--- config.mk ---
export PLATFORM = sky130hd
export DESIGN_NAME = score_controller
export DESIGN_NICKNAME = d
export VERILOG_FILES = /design/src/rtl/score_controller.sv
export SDC_FILE = /design/constraint.sdc
export NUM_CORES = 1
export LEC_CHECK = 0
export ABC_CLOCK_PERIOD_IN_PS = 3200
export BUFFER_PORTS_ARGS = -buffer_cell sky130_fd_sc_hd__buf_4
export CAP_MARGIN = 10
export CORE_ASPECT_RATIO = 1.25
export CORE_MARGIN = 2
export CORE_UTILIZATION = 53
export DETAILED_ROUTE_END_ITERATION = 8
export MAX_ROUTING_LAYER = met4
export PLACE_DENSITY = 0.77
export SYNTH_ARGS = -nofsm -noshare
export SYNTH_HDL_FRONTEND = slang
export SYNTH_SLANG_ARGS = --single-unit
--- constraint.sdc ---
create_clock -name i_clk -period 3.2 [get_ports i_clk]
set_clock_uncertainty 0.2 [all_clocks]
set_input_delay 0.48 -clock i_clk [delete_from_list [all_inputs] [get_ports i_clk]]
set_output_delay 0.48 -clock i_clk [all_outputs]
set_load 0.02 [all_outputs]
--- src/rtl/score_controller.sv ---
// rtl/score_controller.sv - Pong score keeping, serve/game-over sequencing and shared digit mux
module score_controller #(
   parameter logic [11:0] LEFT_OFFSET  = 12'd280,
   parameter logic [11:0] RIGHT_OFFSET = 12'd344,
   parameter logic [11:0] SPLIT_X      = 12'd320,
   parameter logic [2:0]  WIN_SCORE    = 3'd7,
   parameter logic [7:0]  SERVE_FRAMES = 8'd60,
   parameter logic [7:0]  FLASH_FRAMES = 8'd15
) (
   input  logic        i_clk,
   input  logic        i_rst,
   input  logic [11:0] i_x,
   input  logic        i_frame_tick,
   input  logic        i_goal_left,
   input  logic        i_goal_right,
   input  logic        i_restart,
   output logic [2:0]  o_gen_score,
   output logic [11:0] o_gen_offset,
   output logic        o_gen_blank,
   output logic        o_ball_enable,
   output logic        o_serve_dir,
   output logic        o_game_over,
   output logic        o_winner,
   output logic [2:0]  o_score_left,
   output logic [2:0]  o_score_right
);

   typedef enum logic [1:0] {
      ST_SERVE     = 2'd0,
      ST_PLAY      = 2'd1,
      ST_GAME_OVER = 2'd2
   } state_t;

   state_t      r_state;
   logic [2:0]  r_score_left;
   logic [2:0]  r_score_right;
   logic [7:0]  r_serve_cnt;
   logic [7:0]  r_flash_cnt;
   logic        r_flash_on;
   logic        r_serve_dir;
   logic        r_winner;
   logic [2:0]  r_gen_score;
   logic [11:0] r_gen_offset;
   logic        r_gen_blank;

   state_t      w_state_next;
   logic [2:0]  w_score_left_next;
   logic [2:0]  w_score_right_next;
   logic [7:0]  w_serve_cnt_next;
   logic [7:0]  w_flash_cnt_next;
   logic        w_flash_on_next;
   logic        w_serve_dir_next;
   logic        w_winner_next;
   logic [2:0]  w_left_plus;
   logic [2:0]  w_right_plus;
   logic        w_side_right;
   logic        w_blank;

   // Saturating increments: a score can never pass WIN_SCORE, so 3-bit math cannot wrap
   always_comb begin
      w_left_plus  = r_score_left;
      w_right_plus = r_score_right;
      if (r_score_left < WIN_SCORE) begin
         w_left_plus = r_score_left + 3'd1;
      end
      if (r_score_right < WIN_SCORE) begin
         w_right_plus = r_score_right + 3'd1;
      end
   end

   // Next-state and next-datapath logic; restart overrides any goal or tick this cycle
   always_comb begin
      w_state_next       = r_state;
      w_score_left_next  = r_score_left;
      w_score_right_next = r_score_right;
      w_serve_cnt_next   = r_serve_cnt;
      w_flash_cnt_next   = r_flash_cnt;
      w_flash_on_next    = r_flash_on;
      w_serve_dir_next   = r_serve_dir;
      w_winner_next      = r_winner;

      if (i_restart) begin
         w_state_next       = ST_SERVE;
         w_score_left_next  = 3'd0;
         w_score_right_next = 3'd0;
         w_serve_cnt_next   = 8'd0;
         w_flash_cnt_next   = 8'd0;
         w_flash_on_next    = 1'b1;
      end else begin
         unique case (r_state)
            ST_SERVE: begin
               if (i_frame_tick) begin
                  if (r_serve_cnt == SERVE_FRAMES - 8'd1) begin
                     w_serve_cnt_next = 8'd0;
                     w_state_next     = ST_PLAY;
                  end else begin
                     w_serve_cnt_next = r_serve_cnt + 8'd1;
                  end
               end
            end
            ST_PLAY: begin
               // Left goal has priority when both paddles report a goal together
               if (i_goal_left) begin
                  w_score_left_next = w_left_plus;
                  w_serve_dir_next  = 1'b1;
                  w_serve_cnt_next  = 8'd0;
                  if (w_left_plus == WIN_SCORE) begin
                     w_state_next     = ST_GAME_OVER;
                     w_winner_next    = 1'b0;
                     w_flash_cnt_next = 8'd0;
                     w_flash_on_next  = 1'b1;
                  end else begin
                     w_state_next = ST_SERVE;
                  end
               end else if (i_goal_right) begin
                  w_score_right_next = w_right_plus;
                  w_serve_dir_next   = 1'b0;
                  w_serve_cnt_next   = 8'd0;
                  if (w_right_plus == WIN_SCORE) begin
                     w_state_next     = ST_GAME_OVER;
                     w_winner_next    = 1'b1;
                     w_flash_cnt_next = 8'd0;
                     w_flash_on_next  = 1'b1;
                  end else begin
                     w_state_next = ST_SERVE;
                  end
               end
            end
            ST_GAME_OVER: begin
               if (i_frame_tick) begin
                  if (r_flash_cnt == FLASH_FRAMES - 8'd1) begin
                     w_flash_cnt_next = 8'd0;
                     w_flash_on_next  = ~r_flash_on;
                  end else begin
                     w_flash_cnt_next = r_flash_cnt + 8'd1;
                  end
               end
            end
            default: begin
               w_state_next = ST_SERVE;
            end
         endcase
      end
   end

   // State and datapath registers
   always_ff @(posedge i_clk) begin
      if (i_rst) begin
         r_state       <= ST_SERVE;
         r_score_left  <= 3'd0;
         r_score_right <= 3'd0;
         r_serve_cnt   <= 8'd0;
         r_flash_cnt   <= 8'd0;
         r_flash_on    <= 1'b1;
         r_serve_dir   <= 1'b0;
         r_winner      <= 1'b0;
      end else begin
         r_state       <= w_state_next;
         r_score_left  <= w_score_left_next;
         r_score_right <= w_score_right_next;
         r_serve_cnt   <= w_serve_cnt_next;
         r_flash_cnt   <= w_flash_cnt_next;
         r_flash_on    <= w_flash_on_next;
         r_serve_dir   <= w_serve_dir_next;
         r_winner      <= w_winner_next;
      end
   end

   // Digit select from pixel x; blank the winner's digit during the off phase of the flash
   always_comb begin
      w_side_right = (i_x >= SPLIT_X);
      w_blank      = (r_state == ST_GAME_OVER) & ~r_flash_on & (w_side_right == r_winner);
   end

   // Registered digit mux feeding the shared score_generator
   always_ff @(posedge i_clk) begin
      if (i_rst) begin
         r_gen_score  <= 3'd0;
         r_gen_offset <= LEFT_OFFSET;
         r_gen_blank  <= 1'b0;
      end else begin
         r_gen_score  <= w_side_right ? r_score_right : r_score_left;
         r_gen_offset <= w_side_right ? RIGHT_OFFSET : LEFT_OFFSET;
         r_gen_blank  <= w_blank;
      end
   end

   // Output decode from the state register
   always_comb begin
      o_ball_enable = (r_state == ST_PLAY);
      o_game_over   = (r_state == ST_GAME_OVER);
      o_serve_dir   = r_serve_dir;
      o_winner      = r_winner;
      o_score_left  = r_score_left;
      o_score_right = r_score_right;
      o_gen_score   = r_gen_score;
      o_gen_offset  = r_gen_offset;
      o_gen_blank   = r_gen_blank;
   end

endmodule

==> flow_metrics.py, run 1 <==
metrics = {
    "outcome": {
        "status": "complete, no violations",
    },
    "routing": {
        "routed_wirelength_mm": 3.56,
        "viasPerCell": 5.65,
        "drc": 0,
        "dr.pass1.iters": 4,
        "via_count": 1538,
        "drt_iter0_markers": 42,
        "drtAntennaViolNets": 0,
        "routedWlPerCell_um": 13.1,
    },
    "synthesis": {
        "synth_top_cell_by_area": "dfxtp_1",
        "syn_area_um2": 1800,
        "synth-seq-area-share_pct": 35.6,
        "synth_edf_count": 0,
        "yosys_most_used_dff": "dfxtp_1",
        "ys_ff_latch": 32,
        "async_flop_share_pct": 0,
        "netlist_top_cells_area": "dfxtp_1, ha_1, buf_4",
        "avgSynthCellArea_um2": 8.64,
        "synth_top_cell_area_share_pct": 35.6,
        "synth_cell_types": 42,
        "ys_warn_count": 0,
        "syn_inst": 208,
    },
    "flow_run": {
        "maxCapViolCount": 0,
    },
    "layout": {
        "synthToLayoutAreaGrowth_pct": 14.1,
        "fin_util_pct": 63.6,
        "n_antenna_cell": 0,
        "fin_nets": 260,
        "drive_gt1_share_pct": 17.4,
    },
    "power": {
        "power_density_nw_per_um2": 378,
        "p_leak_uw": 0.000857,
        "peakVddDrop_mv": 0.292,
    },
    "worst_setup_path": {
        "end_kind": "flip-flop",
        "arrival_ps": 2520,
        "cp-start-kind": "flip-flop",
        "worst-path-stages": 6,
        "path_max_fanout": 10,
        "crit_type": "flip-flop to flip-flop",
        "cpMaxStageDelayCell": "or4b_1",
        "rr_worst_depth": 6,
        "path_buf_inv": 0,
        "cp_top_family": "simple AND/OR/NAND/NOR gates",
        "path_cells": "ha_1 > and4bb_1 > or4b_1 > and4_4 > and2_4 > a32o_1",
        "required_ps": 3190,
        "max_stage_delay_ps": 560,
    },
    "sta": {
        "rsz0062_at_grt": "false",
        "relSlewSlack_pct": 59.8,
        "worst_slew_pin_slew_ps": 596,
        "fin_tns_setup_ps": 0,
        "fmax_ghz": 0.395,
        "final.min_clock_period_ps": 2530,
        "setup_violations": 0,
        "report.final.hold_viol_count": 0,
        "finalMaxSlewViolations": 0,
        "post-route-period-util_pct": 79.0,
    },
    "floorplan": {
        "core_area_um2": 3220,
        "die-area_um2": 3880,
        "start_util_pct": 55.8,
        "rows": 23,
        "io_pins": 44,
        "dieHeight_um": 69.1,
        "die_w_um": 56.1,
    },
    "clock_tree": {
        "cts_buffers": 5,
        "insertion_delay_ps": 290,
        "cts_hold_buf": 0,
        "htreeDepth": 2,
        "cts-root-buf": "clkbuf_8",
        "numClockSinks": 32,
        "clockBufferDepth": 2,
        "cts_resized": 0,
        "cts_tree": "yes",
        "postCtsSetupBuffers": 0,
        "clkTransAtPathRegs_ps": 70,
    },
    "min_path": {
        "hold_path.class": "input pin to flip-flop",
        "worstHoldPathCells": 2,
    },
    "global_routing": {
        "track_usage_pct": 20.3,
        "grt_max_degree": 16,
        "grt_pass1_wl_mm": 6.22,
        "grt-ovfl-total": 0,
        "use_met1_pct": 25.4,
        "gr-max-usage-layer": "met2",
        "globalRouteMet3Util_pct": 3.56,
        "antenna_found_initial": 0,
        "grt_pass1_vias": 1430,
        "met2_usage_pct": 31.1,
    },
    "placed_design": {
        "port_buffers": 26,
        "place.gp.congestion": 0.824,
        "dpl.hpwl_mm": 2.51,
    },
}
final timing paths:
| path | start | endpoint | slack (ps) |
|---|---|---|---|
| worst max-delay path | o_score_left[0]$_SDFFE_PP0N_ | r_flash_cnt[2]$_SDFFE_PP0P_ | 670 |
| worst min-delay path | i_rst | o_gen_offset[6]$_SDFF_PP0_ | 220 |
| worst max register to register | o_score_left[0]$_SDFFE_PP0N_ | r_flash_cnt[2]$_SDFFE_PP0P_ | 670 |
| worst min register to register | r_flash_on$_SDFFE_PP1P_ | o_gen_blank$_SDFF_PP0_ | 290 |
registers in the layout, indices dropped and copies added, names as in the netlist, 2 cells and up:
name,cells
o_gen_score,3
o_score_left,3
o_score_right,3
r_flash_cnt,8
r_serve_cnt,8
r_state,2
worst reg2reg max path, stage by stage (launching register included):
cell      delay [ps]
dfxtp_1          490
ha_1             310
and4bb_1         220
or4b_1           560
and4_4           250
and2_4           190
a32o_1           210
metal layers:
metal | up-vias | part of all wire, %
met2 | 27 | 47
met1 | 719 | 47
met3 | 7 | 3.3
li1 | 785 | -
met5 | - | 0
met4 | 0 | 2.2
logic make-up after synthesis:
kind of cell / after synthesis / share of synthesized area [%]
AOI/OAI and AO/OA: 37 / 14.1
xor gates and xnor gates: 8 / 3.90
adders and majority gates: 8 / 5.57
buffers and inverters: 24 / 8.35
DFF: 32 / 35.6
muxes: 8 / 4.52
other: 2 / 0.418
and+or+nand+nor: 89 / 27.6
Yosys cell counts, types with 7 or more instances:
master and number:
buf_4 12, dfxtp_1 32, nand3_1 7, ha_1 8, and3_1 7, o21ai_0 9
a21oi_1 8, mux2i_1 7, nor2_1 23, xor2_1 7, nand2_1 17, nand4_1 8
where the power goes:
part | switching (µW) | internal, µW
sequential | 1.47 | 400
combinational | 30.0 | 16.2
clock | 152 | 175
layout by cell type (no fill, tap or decap), types with 2 or more instances in the layout:
master / instances
a211oi_1: 2
a21oi_1: 8
a22oi_1: 3
a32o_1: 6
and2_1: 3
and3_1: 7
and4bb_1: 2
and4bb_2: 2
buf_4: 28
clkbuf_1: 2
clkbuf_8: 6
conb_1: 11
dfxtp_1: 32
ha_1: 8
inv_1: 6
mux2i_1: 7
nand2_1: 17
nand3_1: 7
nand4_1: 8
nor2_1: 23
nor3_1: 6
nor3b_1: 4
nor4b_1: 2
o21ai_0: 9
o31ai_1: 3
xor2_1: 7
metrics by stage:
step | instance area [µm²] | hold slack, ps | total power (µW) | std cells | worst slack, ps
2_1_floorplan | 1830 | 223 | 448 | 217 | 579
3_3_place_gp | 1960 | 280 | 456 | 264 | 714
3_5_place_dp | 1960 | 276 | 456 | 264 | 691
4_1_cts | 2050 | 216 | 778 | 272 | 667
5_1_grt | 2050 | 215 | 800 | 272 | 574
6_report | 2050 | 219 | 774 | 272 | 671
cell type report:
cell class | count | area (µm²)
well taps | 37 | 46.3
repair buffers | 28 | 210
fillers | 294 | 1170
clock buffers | 8 | 90.1
inverters | 6 | 22.5
flip-flops and latches | 32 | 641
multi-input cells | 161 | 1040
No activity file was read; power rests on OpenSTA's default activity.
==> run 2, diff against run 1 <==
- ABC_CLOCK_PERIOD_IN_PS: 3200 -> 2600
- clock period: 3.2 -> 2.6 ns (I/O delays scaled with it)
==> run 2 against run 1 <==
Register-to-register slack worse by 490 ps. Largest cell class unchanged. Combinational power up 26%. Critical path type unchanged. Largest power group unchanged. Fmax up 4.6%.
==> flow_metrics.py, run 2 (same netlist as run 1, synthesis figures left out) <==
metrics = {
    "routing": {
        "routed_wirelength_mm": 3.82,
        "drtAntennaViolNets": 0,
        "viasPerCell": 5.66,
        "drt_iter0_markers": 51,
        "drc": 0,
        "routedWlPerCell_um": 13.8,
        "dr.pass1.iters": 4,
        "via_count": 1569,
    },
    "clock_tree": {
        "cts_tree": "yes",
        "cts-root-buf": "clkbuf_8",
        "clockBufferDepth": 2,
        "clkTransAtPathRegs_ps": 60,
        "insertion_delay_ps": 290,
        "cts_buffers": 5,
        "numClockSinks": 32,
        "cts_resized": 0,
        "cts_hold_buf": 0,
        "postCtsSetupBuffers": 0,
        "htreeDepth": 2,
    },
    "floorplan": {
        "dieHeight_um": 69.1,
        "core_area_um2": 3220,
        "start_util_pct": 55.8,
        "rows": 23,
        "die_w_um": 56.1,
        "die-area_um2": 3880,
        "io_pins": 44,
    },
    "worst_setup_path": {
        "arrival_ps": 2400,
        "required_ps": 2580,
        "crit_type": "flip-flop to flip-flop",
        "cp-start-kind": "flip-flop",
        "end_kind": "flip-flop",
        "path_max_fanout": 10,
        "rr_worst_depth": 6,
        "r2r_slack_ps": 180,
    },
    "min_path": {
        "hold_path.class": "input pin to flip-flop",
        "worstHoldPathCells": 2,
    },
    "sta": {
        "finalMaxSlewViolations": 0,
        "holdWs_ps": 122,
        "post-route-period-util_pct": 92.9,
        "fmax_ghz": 0.414,
        "report.final.hold_viol_count": 0,
        "fin_tns_setup_ps": 0,
        "rsz0062_at_grt": "false",
        "setup_violations": 0,
        "final.min_clock_period_ps": 2420,
    },
    "placed_design": {
        "dpl.hpwl_mm": 2.69,
        "port_buffers": 26,
        "place.gp.congestion": 0.781,
    },
    "flow_run": {
        "maxCapViolCount": 0,
    },
    "layout": {
        "fillers": 287,
        "layout_common_cells": "buf_4, dfxtp_1, nor2_1",
        "final_common_cell": "buf_4",
        "largestRegisters": "r_flash_cnt x8, r_serve_cnt x8",
        "n_antenna_cell": 0,
        "synthToLayoutAreaGrowth_pct": 16.3,
        "fin_nets": 265,
        "drive_gt1_share_pct": 20.0,
    },
    "global_routing": {
        "grt-ovfl-total": 0,
        "antenna_found_initial": 0,
        "grt_max_degree": 16,
        "track_usage_pct": 21.5,
        "grt_pass1_wl_mm": 6.51,
        "grt_pass1_vias": 1489,
    },
    "power": {
        "power_density_nw_per_um2": 455,
        "p_leak_uw": 0.000883,
        "peakVddDrop_mv": 0.297,
    },
    "outcome": {
        "status": "complete, no violations",
    },
}
[run 2: cell count changes in the layout (fill, tap and decap cells not counted)]
| cell | delta |
|---|---|
| buf_4 | +5 |
| dfxtp_2 | +2 |
| dfxtp_1 | -2 |
[run 2: power breakdown]
group / internal [µW] / total, µW / leakage [µW] / switching [µW]
Clock: 216 / 399 / 0.0000455 / 184
Combinational: 20.9 / 58.4 / 0.000579 / 37.5
Sequential: 492 / 494 / 0.000259 / 1.70
[run 2: final timing paths]
check | from | end
setup / recovery | o_score_left[0]$_SDFFE_PP0N_ | r_flash_cnt[6]$_SDFFE_PP0P_
hold / removal | i_rst | o_winner$_SDFFE_PP0P_
setup reg to reg | o_score_left[0]$_SDFFE_PP0N_ | r_flash_cnt[6]$_SDFFE_PP0P_
hold reg to reg | r_state[1]$_SDFFE_PP0P_ | r_state[1]$_SDFFE_PP0P_
[run 2: through the flow]
| stage | instance area (µm²) | util, % | setup WS (ps) | power [µW] | cells |
|---|---|---|---|---|---|
| floorplan | 1830 | - | 12.6 | 552 | 217 |
| CTS | 2090 | 64.9 | 181 | 959 | 277 |
| finish | 2090 | 64.9 | 183 | 952 | 277 |
| global placement | 2000 | 62.1 | 224 | 563 | 269 |
| global route | 2090 | 64.9 | 93.8 | 985 | 277 |
| detailed placement | 2000 | 62.1 | 188 | 563 | 269 |
[run 2: critical path, cell delays in order, from the launching register on]
cell and delay (ps):
dfxtp_2 370, ha_1 340, and4bb_1 210, or4b_1 550, and4_4 240, and2_4 190, a32o_1 200
[run 2: layout make-up]
cell class                 count  area [µm²]  area share [%]
clock buffer                   8        90.1            4.31
multi-input combinational    161        1040            49.8
inverter                       6        22.5            1.08
timing repair buffer          33         248            11.8
sequential                    32         643            30.8
tap                           37        46.3            2.21
[run 2: layer usage]
layer  track usage, %  part of all wire [%]
met1             26.1                    46
met2             33.9                    49
met3             5.25                   3.2
met4             8.73                   1.9
met5                -                     0
==> run 3, diff against run 2 <==
- CORE_UTILIZATION: 53 -> 36
- HOLD_SLACK_MARGIN: unset -> 0.15
- PLACE_DENSITY: 0.77 -> 0.56
==> run 3 against run 2 <==
Combinational power grew 0.9%. Via count shrank 0.64%. Cell count grew 8.7%. Flip-flop and latch count is the same. Total power grew 13%. Sequential share of layout area shrank 1.1 points. Fmax grew 0.97%. Worst setup slack gained 23 ps.
==> flow_metrics.py, run 3 (same netlist as run 1, synthesis figures left out) <==
metrics = {
    "placed_design": {
        "place.gp.congestion": 0.793,
        "dpl.hpwl_mm": 2.78,
        "place_inst": 292,
        "port_buffers": 26,
        "placed_area_um2": 2030,
        "preCtsSetupSlack_ps": 219,
    },
    "clock_tree": {
        "cts_buffers": 5,
        "clkTransAtPathRegs_ps": 70,
        "htreeDepth": 2,
        "cts_tree": "yes",
        "insertion_delay_ps": 290,
        "numClockSinks": 32,
        "clockBufferDepth": 2,
        "cts-root-buf": "clkbuf_8",
        "cts_resized": 0,
    },
    "power": {
        "peakVddDrop_mv": 0.261,
        "p_leak_uw": 0.000907,
        "power_density_nw_per_um2": 498,
    },
    "sta": {
        "rsz0062_at_grt": "false",
        "relSlewSlack_pct": 40.3,
        "fmax_ghz": 0.418,
        "setup_violations": 0,
        "holdWs_ps": 190,
        "final.min_clock_period_ps": 2390,
        "report.final.hold_viol_count": 0,
        "fin_tns_setup_ps": 0,
        "worst_slew_pin_slew_ps": 888,
        "finalMaxSlewViolations": 0,
        "worst_slack_ps": 206,
        "post-route-period-util_pct": 92.1,
    },
    "routing": {
        "dr.pass1.iters": 4,
        "routed_wirelength_mm": 3.86,
        "met1_length_mm": 1.77,
        "drtAntennaViolNets": 0,
        "drt_iter0_markers": 58,
        "viasPerCell": 5.18,
        "wl_met2_mm": 1.85,
        "drc": 0,
        "top_layer": "met4",
        "routedWlPerCell_um": 12.8,
        "via_count": 1559,
        "wl_met3_um": 161,
    },
    "min_path": {
        "hold_path.class": "input pin to flip-flop",
        "worstHoldPathCells": 3,
    },
    "global_routing": {
        "grt_pass1_vias": 1434,
        "track_usage_pct": 15.3,
        "grt_max_degree": 16,
        "grt-ovfl-total": 0,
        "grt_pass1_wl_mm": 6.47,
        "antenna_found_initial": 0,
    },
    "layout": {
        "stdcell_count": 301,
        "fin_nets": 266,
        "seq_area_um2": 643,
        "largestRegisters": "r_flash_cnt x8, r_serve_cnt x8",
        "n_antenna_cell": 0,
        "synthToLayoutAreaGrowth_pct": 20.5,
        "fillers": 508,
        "layout_common_cells": "buf_4, dfxtp_1, nor2_1",
        "multi_input_area_um2": 1040,
        "final_common_cell": "buf_4",
        "final_area_um2": 2170,
        "drive_gt1_share_pct": 20.7,
    },
    "floorplan": {
        "rows": 28,
        "core_area_um2": 4760,
        "dieHeight_um": 83.0,
        "die_w_um": 67.2,
        "io_pins": 44,
        "die-area_um2": 5580,
        "start_util_pct": 37.7,
    },
    "worst_setup_path": {
        "rr_worst_depth": 6,
        "path_max_fanout": 10,
        "cp-start-kind": "flip-flop",
        "arrival_ps": 2370,
        "crit_type": "flip-flop to flip-flop",
        "end_kind": "flip-flop",
        "required_ps": 2580,
    },
    "flow_run": {
        "maxCapViolCount": 0,
    },
    "outcome": {
        "status": "complete, no violations",
    },
}
==> run 3: layout make-up <==
class	instances	area share [%]
Multi-Input combinational cell	161	48.1
Clock buffer	7	4.45
Sequential cell	32	29.7
Timing Repair Buffer	34	11.9
Inverter	6	1.04
Clock inverter	1	1.39
Tap cell	60	3.47
==> run 3: final timing paths <==
path	start	end	slack (ps)
worst max-delay path	o_score_left[0]$_SDFFE_PP0N_	r_flash_cnt[4]$_SDFFE_PP0P_	210
worst min-delay path	i_x[9]	o_gen_offset[6]$_SDFF_PP0_	190
worst max register to register	o_score_left[0]$_SDFFE_PP0N_	r_flash_cnt[4]$_SDFFE_PP0P_	210
worst min register to register	r_flash_on$_SDFFE_PP1P_	o_gen_blank$_SDFF_PP0_	280
==> run 3: critical path, cell delays in order (launching register included) <==
cell and delay [ps]:
dfxtp_2 370, ha_1 330, and4bb_1 210, or4b_1 540, and4_4 240, and2_4 190
a32o_1 210
==> run 3: power by group <==
group	total [µW]	internal (µW)	switching [µW]	leakage [µW]
Combinational	58.9	20.9	38.0	0.000584
Sequential	494	492	1.75	0.000259
Clock	527	338	188	0.0000645
Total	1080	851	228	0.000907
==> run 3: per-stage QoR <==
stage	utilization (%)	power [µW]
floorplan	-	552
global placement	42.6	563
detailed placement	42.6	563
CTS	45.5	1100
global route	45.5	1120
finish	45.5	1080
==> run 3: what timing repair did <==
item	CTS	global route
hold buffers	1	0
buffers inserted	0	0
endpoints found under the hold margin	6	0
==> run 3: per-layer routing <==
metal / GRT usage [%] / up-vias
met1: 19.0 / 727
met3: 3.66 / 6
met4: 6.86 / 0
li1: - / 794
met5: - / -
met2: 23.2 / 32
